[src/rtl/min_max_pkg.sv]
// Shared constants and elaboration-time helpers for the min/max reduction tree.
package min_max_pkg;

    localparam logic MODE_MIN = 1'b0;
    localparam logic MODE_MAX = 1'b1;

    function automatic int clog2(input int n);
        int r;
        r = 0;
        while ((1 << r) < n) r++;
        return r;
    endfunction

    // Candidates alive at tree level lvl; an odd leftover rounds up.
    function automatic int level_cnt(input int n, input int lvl);
        int c;
        c = n;
        for (int i = 0; i < lvl; i++) c = (c + 1) / 2;
        return c;
    endfunction

endpackage

[src/rtl/min_max_tree_node.sv]
// One registered compare node: keeps a unless b is strictly better, so ties
// resolve to the lower-index side.
module mm_node
    import min_max_pkg::*;
#(
    parameter int WIDTH = 8,
    parameter int IDX_W = 2
) (
    input  logic             clk,
    input  logic             rst,
    input  logic             en,
    input  logic             mode,
    input  logic [WIDTH-1:0] a_val,
    input  logic [IDX_W-1:0] a_idx,
    input  logic [WIDTH-1:0] b_val,
    input  logic [IDX_W-1:0] b_idx,
    output logic [WIDTH-1:0] q_val,
    output logic [IDX_W-1:0] q_idx
);

    logic             pick_b;
    logic [WIDTH-1:0] val_d, val_q;
    logic [IDX_W-1:0] idx_d, idx_q;

    always_comb begin
        pick_b = (mode == MODE_MAX) ? (b_val > a_val) : (b_val < a_val);
        val_d  = val_q;
        idx_d  = idx_q;
        if (en) begin
            val_d = pick_b ? b_val : a_val;
            idx_d = pick_b ? b_idx : a_idx;
        end
    end

    always_ff @(posedge clk or posedge rst) begin
        if (rst) begin
            val_q <= '0;
            idx_q <= '0;
        end else begin
            val_q <= val_d;
            idx_q <= idx_d;
        end
    end

    assign q_val = val_q;
    assign q_idx = idx_q;

endmodule

[src/rtl/min_max_tree.sv]
// Pipelined N-input min/max selector: one registered tree level per stage,
// whole pipeline frozen while the output is stalled.
module min_max_tree
    import min_max_pkg::*;
#(
    parameter  int WIDTH  = 8,
    parameter  int N_IN   = 3,
    localparam int IDX_W  = clog2(N_IN),
    localparam int STAGES = clog2(N_IN)
) (
    input  logic                  clk,
    input  logic                  rst,
    input  logic                  in_valid,
    output logic                  in_ready,
    input  logic                  in_mode,
    input  logic [N_IN*WIDTH-1:0] in_data,
    output logic                  out_valid,
    input  logic                  out_ready,
    output logic [WIDTH-1:0]      out_value,
    output logic [IDX_W-1:0]      out_index,
    output logic                  out_mode
);

    logic              stall;
    logic [STAGES:1]   vld_d, vld_q, mode_d, mode_q;
    logic [STAGES-1:0] vld_stage, mode_stage;

    // Entry k of *_stage is what feeds tree level k+1; slot 0 is the live input.
    assign vld_stage  = STAGES'({vld_q, in_valid});
    assign mode_stage = STAGES'({mode_q, in_mode});

    assign stall    = vld_q[STAGES] & ~out_ready;
    assign in_ready = ~stall;

    always_comb begin
        vld_d  = vld_q;
        mode_d = mode_q;
        if (!stall) begin
            vld_d  = vld_stage;
            mode_d = mode_stage;
        end
    end

    always_ff @(posedge clk or posedge rst) begin
        if (rst) begin
            vld_q  <= '0;
            mode_q <= '0;
        end else begin
            vld_q  <= vld_d;
            mode_q <= mode_d;
        end
    end

    genvar L, i;
    for (L = 0; L <= STAGES; L++) begin : lvl
        localparam int CNT = level_cnt(N_IN, L);
        logic [WIDTH-1:0] v [CNT];
        logic [IDX_W-1:0] x [CNT];

        if (L == 0) begin : g_in
            for (i = 0; i < CNT; i++) begin : g_w
                assign v[i] = in_data[i*WIDTH +: WIDTH];
                assign x[i] = IDX_W'(i);
            end
        end else begin : g_lvl
            localparam int PREV = level_cnt(N_IN, L - 1);
            for (i = 0; i < CNT; i++) begin : g_c
                if (2*i + 1 < PREV) begin : g_node
                    mm_node #(.WIDTH(WIDTH), .IDX_W(IDX_W)) u_node (
                        .clk   (clk),
                        .rst   (rst),
                        .en    (~stall),
                        .mode  (mode_stage[L-1]),
                        .a_val (lvl[L-1].v[2*i]),
                        .a_idx (lvl[L-1].x[2*i]),
                        .b_val (lvl[L-1].v[2*i+1]),
                        .b_idx (lvl[L-1].x[2*i+1]),
                        .q_val (v[i]),
                        .q_idx (x[i])
                    );
                end else begin : g_pass
                    // Odd leftover still gets a register so every path has equal latency.
                    logic [WIDTH-1:0] pv_d, pv_q;
                    logic [IDX_W-1:0] px_d, px_q;

                    always_comb begin
                        pv_d = pv_q;
                        px_d = px_q;
                        if (!stall) begin
                            pv_d = lvl[L-1].v[2*i];
                            px_d = lvl[L-1].x[2*i];
                        end
                    end

                    always_ff @(posedge clk or posedge rst) begin
                        if (rst) begin
                            pv_q <= '0;
                            px_q <= '0;
                        end else begin
                            pv_q <= pv_d;
                            px_q <= px_d;
                        end
                    end

                    assign v[i] = pv_q;
                    assign x[i] = px_q;
                end
            end
        end
    end

    assign out_valid = vld_q[STAGES];
    assign out_mode  = mode_q[STAGES];
    assign out_value = lvl[STAGES].v[0];
    assign out_index = lvl[STAGES].x[0];

endmodule

[config.mk]
export PLATFORM = sky130hd
export DESIGN_NAME = min_max_tree
export DESIGN_NICKNAME = d
export VERILOG_FILES = /design/src/rtl/min_max_pkg.sv /design/src/rtl/min_max_tree_node.sv /design/src/rtl/min_max_tree.sv
export SDC_FILE = /design/constraint.sdc
export NUM_CORES = 1
export LEC_CHECK = 0
export ABC_AREA = 1
export CORE_AREA = 3 3 65 67
export CTS_BUF_LIST = sky130_fd_sc_hd__clkbuf_4 sky130_fd_sc_hd__clkbuf_8
export CTS_CLUSTER_SIZE = 28
export DETAILED_ROUTE_END_ITERATION = 10
export DIE_AREA = 0 0 68 70
export MAX_ROUTING_LAYER = met4
export PLACE_DENSITY = 0.8
export SLEW_MARGIN = 25
export SYNTH_ARGS = -nofsm -noshare
export SYNTH_HDL_FRONTEND = slang
export SYNTH_SLANG_ARGS = --single-unit
[constraint.sdc]
create_clock -name clk -period 1.8 [get_ports clk]
set_input_delay 0.36 -clock clk [delete_from_list [all_inputs] [get_ports clk]]
set_output_delay 0.36 -clock clk [all_outputs]
set_load 0.005 [all_outputs]
==> results of run 1 <==
synth_stat cells (all sizes together):
library cell   n
nand2         93
inv           42
nand3         35
dfrtp         32
ha            16
o21ai         11
nor2           7
a21oi          4
buf            3
clkbuf         3
a21o           2
nand4          2
or2            1
metal layers:
layer | wire length, um | part of all wire (%) | vias to the layer above
li1 | - | - | 934
met2 | 2780 | 52 | 83
met5 | 0 | 0 | -
met3 | 270 | 5.0 | 19
met4 | 165 | 3.1 | 0
met1 | 2160 | 40 | 905
cell type report:
cell class	count	area, um^2	share of cell area (%)
clock buffer	7	96.3	3.26
clock inverter	1	30.0	1.02
inverter	42	158	5.34
multi-input combinational	176	1190	40.3
sequential	32	801	27.1
tap	48	60.1	2.03
timing repair buffer	64	617	20.9
logic make-up (layout without fill, tap and decap cells):
kind of cell,after synthesis,in the layout,synth area share [%]
flip-flops,32,32,41.7
AND/OR/NAND/NOR,138,143,33.6
adder cells (fa/ha/maj),16,16,10.4
buffers and inverters,48,114,9.58
AO/OA/AOI/OAI,17,17,4.69
what timing repair did:
item / in CTS / in global routing
pin swaps: 11 / 24
cloned: 3 / 2
resized for setup: 14 / 52
setup buffers: 1 / 5
setup endpoints to repair: 8 / 18
power by group:
group | switching, uW | internal, uW | total, uW
registers | 98.3 | 885 | 983
logic | 606 | 552 | 1160
clock network | 251 | 488 | 739
total | 955 | 1920 | 2880
how the worst max path moves through the flow:
stage | startpoint | slack (ns) | endpoint
finish | lvl[1].g_lvl.g_c[0].g_node.u_node.q_val[3]$_DFFE_PP0N_ | 0.04 | lvl[2].g_lvl.g_c[0].g_node.u_node.q_val[7]$_DFFE_PP0N_
detailed placement | in_data[7] | -0.36 | lvl[1].g_lvl.g_c[0].g_node.u_node.q_val[0]$_DFFE_PP0N_
CTS | out_ready | 0.003 | in_ready
floorplan | lvl[1].g_lvl.g_c[1].g_pass.pv_q[7]$_DFFE_PP0N_ | 0.28 | lvl[2].g_lvl.g_c[0].g_node.u_node.q_val[0]$_DFFE_PP0N_
global placement | in_data[7] | -0.32 | lvl[1].g_lvl.g_c[0].g_node.u_node.q_val[2]$_DFFE_PP0N_
global route | in_data[8] | -0.14 | lvl[1].g_lvl.g_c[0].g_node.u_node.q_val[1]$_DFFE_PP0N_
per-stage QoR:
stage	instance area (um^2)	util (%)
2_1_floorplan	1920	-
3_3_place_gp	2490	67.5
3_5_place_dp	2490	67.5
4_1_cts	2700	73.2
5_1_grt	2950	80.0
6_report	2950	80.0
worst max-delay path, stage by stage, from the launching register on:
cell     delay (ns)
dfrtp_1        0.36
inv_1          0.06
ha_1           0.32
nand2_1        0.07
inv_1          0.08
nand2_1        0.06
nand2_1        0.08
nand2_2        0.12
nand2_4        0.10
nand2_4        0.09
nand2_8        0.11
nand2_1        0.06
nand3_1        0.08
nand2_1        0.06
state kept, by name (all words and copies together), names as in the netlist:
name and cells:
vld_q 2, lvl.g_lvl.g_c.g_pass.px_q 1, lvl.g_lvl.g_c.g_node.u_node.q_val 16, lvl.g_lvl.g_c.g_pass.pv_q 8
lvl.g_lvl.g_c.g_node.u_node.q_idx 3, mode_q 2
==> flow_summary.ini, run 1 <==
[outcome]
status = finished, final reports clean

[route]
wl_per_cell_um = 14.5
dr.pass1.iters = 4
dr.first_iter.drc_count = 176
vias = 1941
drc = 0
wl_um = 5370
antenna_left = 0
vias_per_cell = 5.25

[placement]
hpwl_um = 3110
place_congestion = 0.883
portBuffers = 41
dp_cells = 351
dp_slack_ns = -0.355

[finish]
n_antenna_cell = 0
mostFrequentLayoutCell = nand2_1
final_cells = 370
final_cell_mix = nand2_1 (73), inv_1 (34), dfrtp_1 (32), nand3_1 (27), clkdlybuf4s50_1 (26)
fill_cells = 247
final_net_count = 366
area_growth_pct = 53.8
drive_above_1_share_pct = 27.3

[grt]
grt_pass1_wl_um = 7770
grt-ovfl-total = 0
busiest_layer = met2
grt.total_usage_pct = 21.3
antenna_found_initial = 0
use_met2_pct = 35.9
grt_use_met1_pct = 25.9
grt_use_met3_pct = 3.54
grt_pass1_vias = 1829
grt_max_degree = 41

[floorplan]
die_w_um = 68
ios = 42
coreArea_um2 = 3690
dieArea_um2 = 4760
initial_core_util_pct = 52.0
die_y_um = 70
num_rows = 22

[timing]
tightest_slew_ns = 0.398
period_minus_slack_ns = 1.76
setup_tns_ns = 0
skew_ns = 0.00785
min_period_over_period_pct = 98.0
setup_viol = 0
slew_headroom_pct = 73.5
maxSlewViolCount = 0
rsz0062_at_grt = yes
whs_ns = 0.470
fin_ws_ns = 0.0357
hold_viol = 0
fmax_mhz = 567

[worst_setup_path]
reg2reg_depth = 13
required_ns = 1.97
r2r-start = lvl[1].g_lvl.g_c[0].g_node.u_node.q_val[3]$_DFFE_PP0N_
crit_fanout = 10
startpoint_type = register
r2r_end = lvl[2].g_lvl.g_c[0].g_node.u_node.q_val[7]$_DFFE_PP0N_
endpoint_kind = register
ff2ff_setup_slack_ns = 0.04
critical_path_class = register to register
critPathArrivalTime_ns = 1.93

[power]
pwr_density_cell_nw_per_um2 = 976
leakagePower_uw = 0.00163
peakVddDrop_uv = 445
power.total_uw = 2880

[synthesis]
synth.net_count = 296
seq_area_frac_synth_pct = 41.7
synth_top_area_cell = dfrtp_1
synth.top_cell.area_share_pct = 41.7
synth_seq_cells = 32
syn-cell-area_um2 = 1920
yosys_warnings = 0
synth_cells = 251
syn_avg_cell_area_um2 = 7.65
synthTopCellsByArea = dfrtp_1 (42%), nand2_1 (17%), ha_1 (10%), nand3_1 (8.6%), inv_1 (8.2%)
synth_cell_type_count = 19

[clocking]
cts_tree = built
cts.clk_slew.worst_paths_ns = 0.07
numCtsBuffers = 5
htreeDepth = 2
clockBufferDepth = 2
numClockSinks = 32
clock_latency_ns = 0.28
cts-root-buf = clkbuf_8
cts_hold_buffers = 0

[min_path]
min_path_type = primary input to asynchronous set/reset pin

[job]
maxCapViolations = 0
No activity file was read; power rests on OpenSTA's default activity.
==> run 2, diff against run 1 <==
--- a/config.mk
+++ b/config.mk
@@ -6,14 +6,15 @@
 export NUM_CORES = 1
 export LEC_CHECK = 0
 export ABC_AREA = 1
-export CORE_AREA = 3 3 65 67
+export CORE_AREA = 3 3 71 73
 export CTS_BUF_LIST = sky130_fd_sc_hd__clkbuf_4 sky130_fd_sc_hd__clkbuf_8
 export CTS_CLUSTER_SIZE = 28
 export DETAILED_ROUTE_END_ITERATION = 10
-export DIE_AREA = 0 0 68 70
+export DIE_AREA = 0 0 74 76
 export MAX_ROUTING_LAYER = met4
-export PLACE_DENSITY = 0.8
+export PLACE_DENSITY = 0.76
 export SLEW_MARGIN = 25
 export SYNTH_ARGS = -nofsm -noshare
 export SYNTH_HDL_FRONTEND = slang
+export SYNTH_HIERARCHICAL = 1
 export SYNTH_SLANG_ARGS = --single-unit
==> constraint.sdc (replaced) <==
create_clock -name clk -period 1.5 [get_ports clk]
set_input_delay 0.3 -clock clk [delete_from_list [all_inputs] [get_ports clk]]
set_output_delay 0.3 -clock clk [all_outputs]
set_load 0.005 [all_outputs]
==> run 2 against run 1 <==
Compared with the run above:
- the flow now finishes with violations (negative setup slack)
- sequential share of layout area fell by 5.8 points
- maximum frequency decreased by 5.3%
- worst setup slack worse by 0.40 ns
==> flow_summary.ini, run 2 <==
[clocking]
cts-root-buf = clkbuf_8
clock_latency_ns = 0.30
numClockSinks = 33
numCtsBuffers = 5
clockBufferDepth = 2
cts.clk_slew.worst_paths_ns = 0.08
htreeDepth = 2
cts_tree = built

[worst_setup_path]
crit_fanout = 7
startpoint_type = register
crit_end = lvl[2].g_lvl.g_c[0].g_node.u_node/q_val[3]$_DFFE_PP0P_
crit_buf_inv = 2
path_cells = inv_2 > ha_4 > a21oi_4 > nor2_2 > nor2_4 > nand3_4 > buf_6 > nand3_1 > nand3_1 > nand2_1
reg2reg_depth = 10
r2r-start = lvl[1].g_lvl.g_c[0].g_node.u_node/q_val[5]$_DFFE_PP0P_
slowest_stage = dfrtp_1
crit_top_cell = nand3_1
critical_path_class = register to register
max_stage_delay_ns = 0.41
required_ns = 1.74
endpoint_kind = register
critPathLaunch = lvl[1].g_lvl.g_c[0].g_node.u_node/q_val[5]$_DFFE_PP0P_
crit_cells = 10
ff2ff_setup_slack_ns = -0.36
critPathTopFamily = simple AND/OR/NAND/NOR gates
critPathArrivalTime_ns = 2.10
r2r_end = lvl[2].g_lvl.g_c[0].g_node.u_node/q_val[3]$_DFFE_PP0P_

[timing]
fin_ws_ns = -0.364
setup_tns_ns = -3.34
hold_viol = 0
whs_ns = 0.380
period_minus_slack_ns = 1.86
min_period_over_period_pct = 124
setup_viol = 12
rsz0062_at_grt = yes
maxSlewViolCount = 0
skew_ns = 0.0188
fmax_mhz = 537

[synthesis]
ys_top_cells_by_count = nand2_1 (105), inv_1 (53), nand3_1 (53), dfrtp_1 (33), ha_1 (16)
synth_seq_cells = 33
ys.flop_type = dfrtp_1
syn_avg_cell_area_um2 = 7.18
synth_top_area_cell = dfrtp_1
seq_area_frac_synth_pct = 39.2
synth.most_common_cell = nand2_1
async_flop_share_pct = 100
synth_cells = 293
synth_cell_type_count = 16
synth.top_cell.area_share_pct = 39.2
synthTopCellsByArea = dfrtp_1 (39%), nand2_1 (19%), nand3_1 (13%), ha_1 (9.5%), inv_1 (9.5%)
synth_edf_count = 0
yosys_warnings = 6
syn-cell-area_um2 = 2100

[outcome]
status = finished, violations left
violations = negative setup slack

[floorplan]
num_rows = 24
dieArea_um2 = 5620
die_y_um = 76
initial_core_util_pct = 47.7
ios = 42
coreArea_um2 = 4410
die_w_um = 74

[placement]
place_congestion = 0.842
dp_cells = 419
hpwl_um = 3700
placed_cell_area_um2 = 2790
portBuffers = 41

[route]
dr.pass1.iters = 6
dr.first_iter.drc_count = 444
vias = 2850
drc = 0
wl_per_cell_um = 21.6
antenna_left = 0
wl_um = 10300
vias_per_cell = 5.96

[grt]
grt-ovfl-total = 0
antenna_found_initial = 0
grt_pass1_wl_um = 12500
grt_max_degree = 20
grt.total_usage_pct = 29.4
grt_pass1_vias = 2506

[finish]
seq_area_um2 = 827
final_net_count = 470
n_antenna_cell = 0
mostFrequentLayoutCell = buf_4
drive_above_1_share_pct = 50.0
largest_reg_flops = 16
final_cells = 478
multiInputGateArea_um2 = 1620
area_growth_pct = 83.9
fill_cells = 204
final_cell_mix = buf_4 (81), nand2_1 (77), inv_1 (36), dfrtp_1 (32), nand3_1 (29)
design_area_um2 = 3870

[power]
pwr_density_cell_nw_per_um2 = 1160
power.total_uw = 4500
leakagePower_uw = 0.00203
peakVddDrop_uv = 799

[min_path]
min_path_type = primary input to asynchronous set/reset pin

[job]
maxCapViolations = 0
## run 2: cell types whose count changed in the layout (fill, tap and decap cells not counted), sizes merged, moves of 5 or more
| cell | change |
|---|---|
| buf | +67 |
| nand3 | +16 |
| nand2 | +15 |
| dlymetal6s2s | -13 |
| clkbuf | +12 |
| inv | +11 |
| o21ai | -11 |
| conb | +5 |
## run 2: through the flow
stage / utilization (%) / setup slack, ns
6_report: 87.7 / -0.364
5_1_grt: 87.7 / -0.434
4_1_cts: 79.5 / -0.135
3_5_place_dp: 63.2 / -0.635
3_3_place_gp: 63.2 / -0.556
2_1_floorplan: - / 0.00508
## run 2: report_power, final
part	switching (uW)	internal (uW)	total [uW]
logic	1240	1080	2330
registers	158	1090	1250
clock network	359	560	919
## run 2: how the worst min path moves through the flow
stage | start | to | depth (start not counted) | slack [ns]
global route | rst | lvl[2].g_lvl.g_c[0].g_node.u_node/q_val[0]$_DFFE_PP0P_ | 2 | 0.42
finish | rst | lvl[2].g_lvl.g_c[0].g_node.u_node/q_idx[0]$_DFFE_PP0P_ | 2 | 0.38
detailed placement | lvl[2].g_lvl.g_c[0].g_node.u_node/q_val[6]$_DFFE_PP0P_ | lvl[2].g_lvl.g_c[0].g_node.u_node/q_val[6]$_DFFE_PP0P_ | 2 | 0.47
CTS | rst | lvl[1].g_lvl.g_c[0].g_node.u_node/q_val[2]$_DFFE_PP0P_ | 2 | 0.38
global placement | vld_q[1]$_DFFE_PP0N_ | vld_q[2]$_DFFE_PP0N_ | 2 | 0.44
floorplan | rst | lvl[1].g_lvl.g_c[0].g_node.u_node/q_idx[0]$_DFFE_PP0P_ | 1 | 0.14
## run 2: kinds of logic after synthesis
group	after synthesis	share of synthesized area (%)
and+or+nand+nor	170	34.2
buffers and inverters	64	14.5
DFF	33	39.2
adders and majority gates	16	9.51
AOI/OAI and AO/OA	8	2.14
other	2	0.357
## run 2: repair_timing
action / CTS / global route
pin swaps: 49 / 43
cloned: 4 / 0
endpoints found under the hold margin: 0 / 0
hold buffers: 0 / 0
endpoints found under the setup margin: 22 / 21
setup buffers: 34 / 13
gates resized for setup: 106 / 88
## run 2: worst reg2reg max path: cells and delay by family (launching register included)
| kind | cells | cell delay [ns] |
|---|---|---|
| adder cells (fa/ha/maj) | 1 | 0.23 |
| AND/OR/NAND/NOR | 6 | 0.71 |
| flip-flops | 1 | 0.41 |
| buffers and inverters | 2 | 0.31 |
| AO/OA/AOI/OAI | 1 | 0.14 |
## run 2: final cells by class
cell class	count	share of cell area, %
timing repair buffer	128	26.6
clock buffer	7	2.33
sequential	33	21.4
multi-input combinational	202	41.8
tap	52	1.68
clock inverter	1	0.776
inverter	55	5.46
## run 2: layer usage
layer  global-route usage, %  vias up  share of wire, %
met3                    4.09       90                11
met1                    37.2     1309                36
met5                       -        -                 0
li1                        -     1165                 -
met4                    13.2        0               7.0
met2                    46.1      286                45
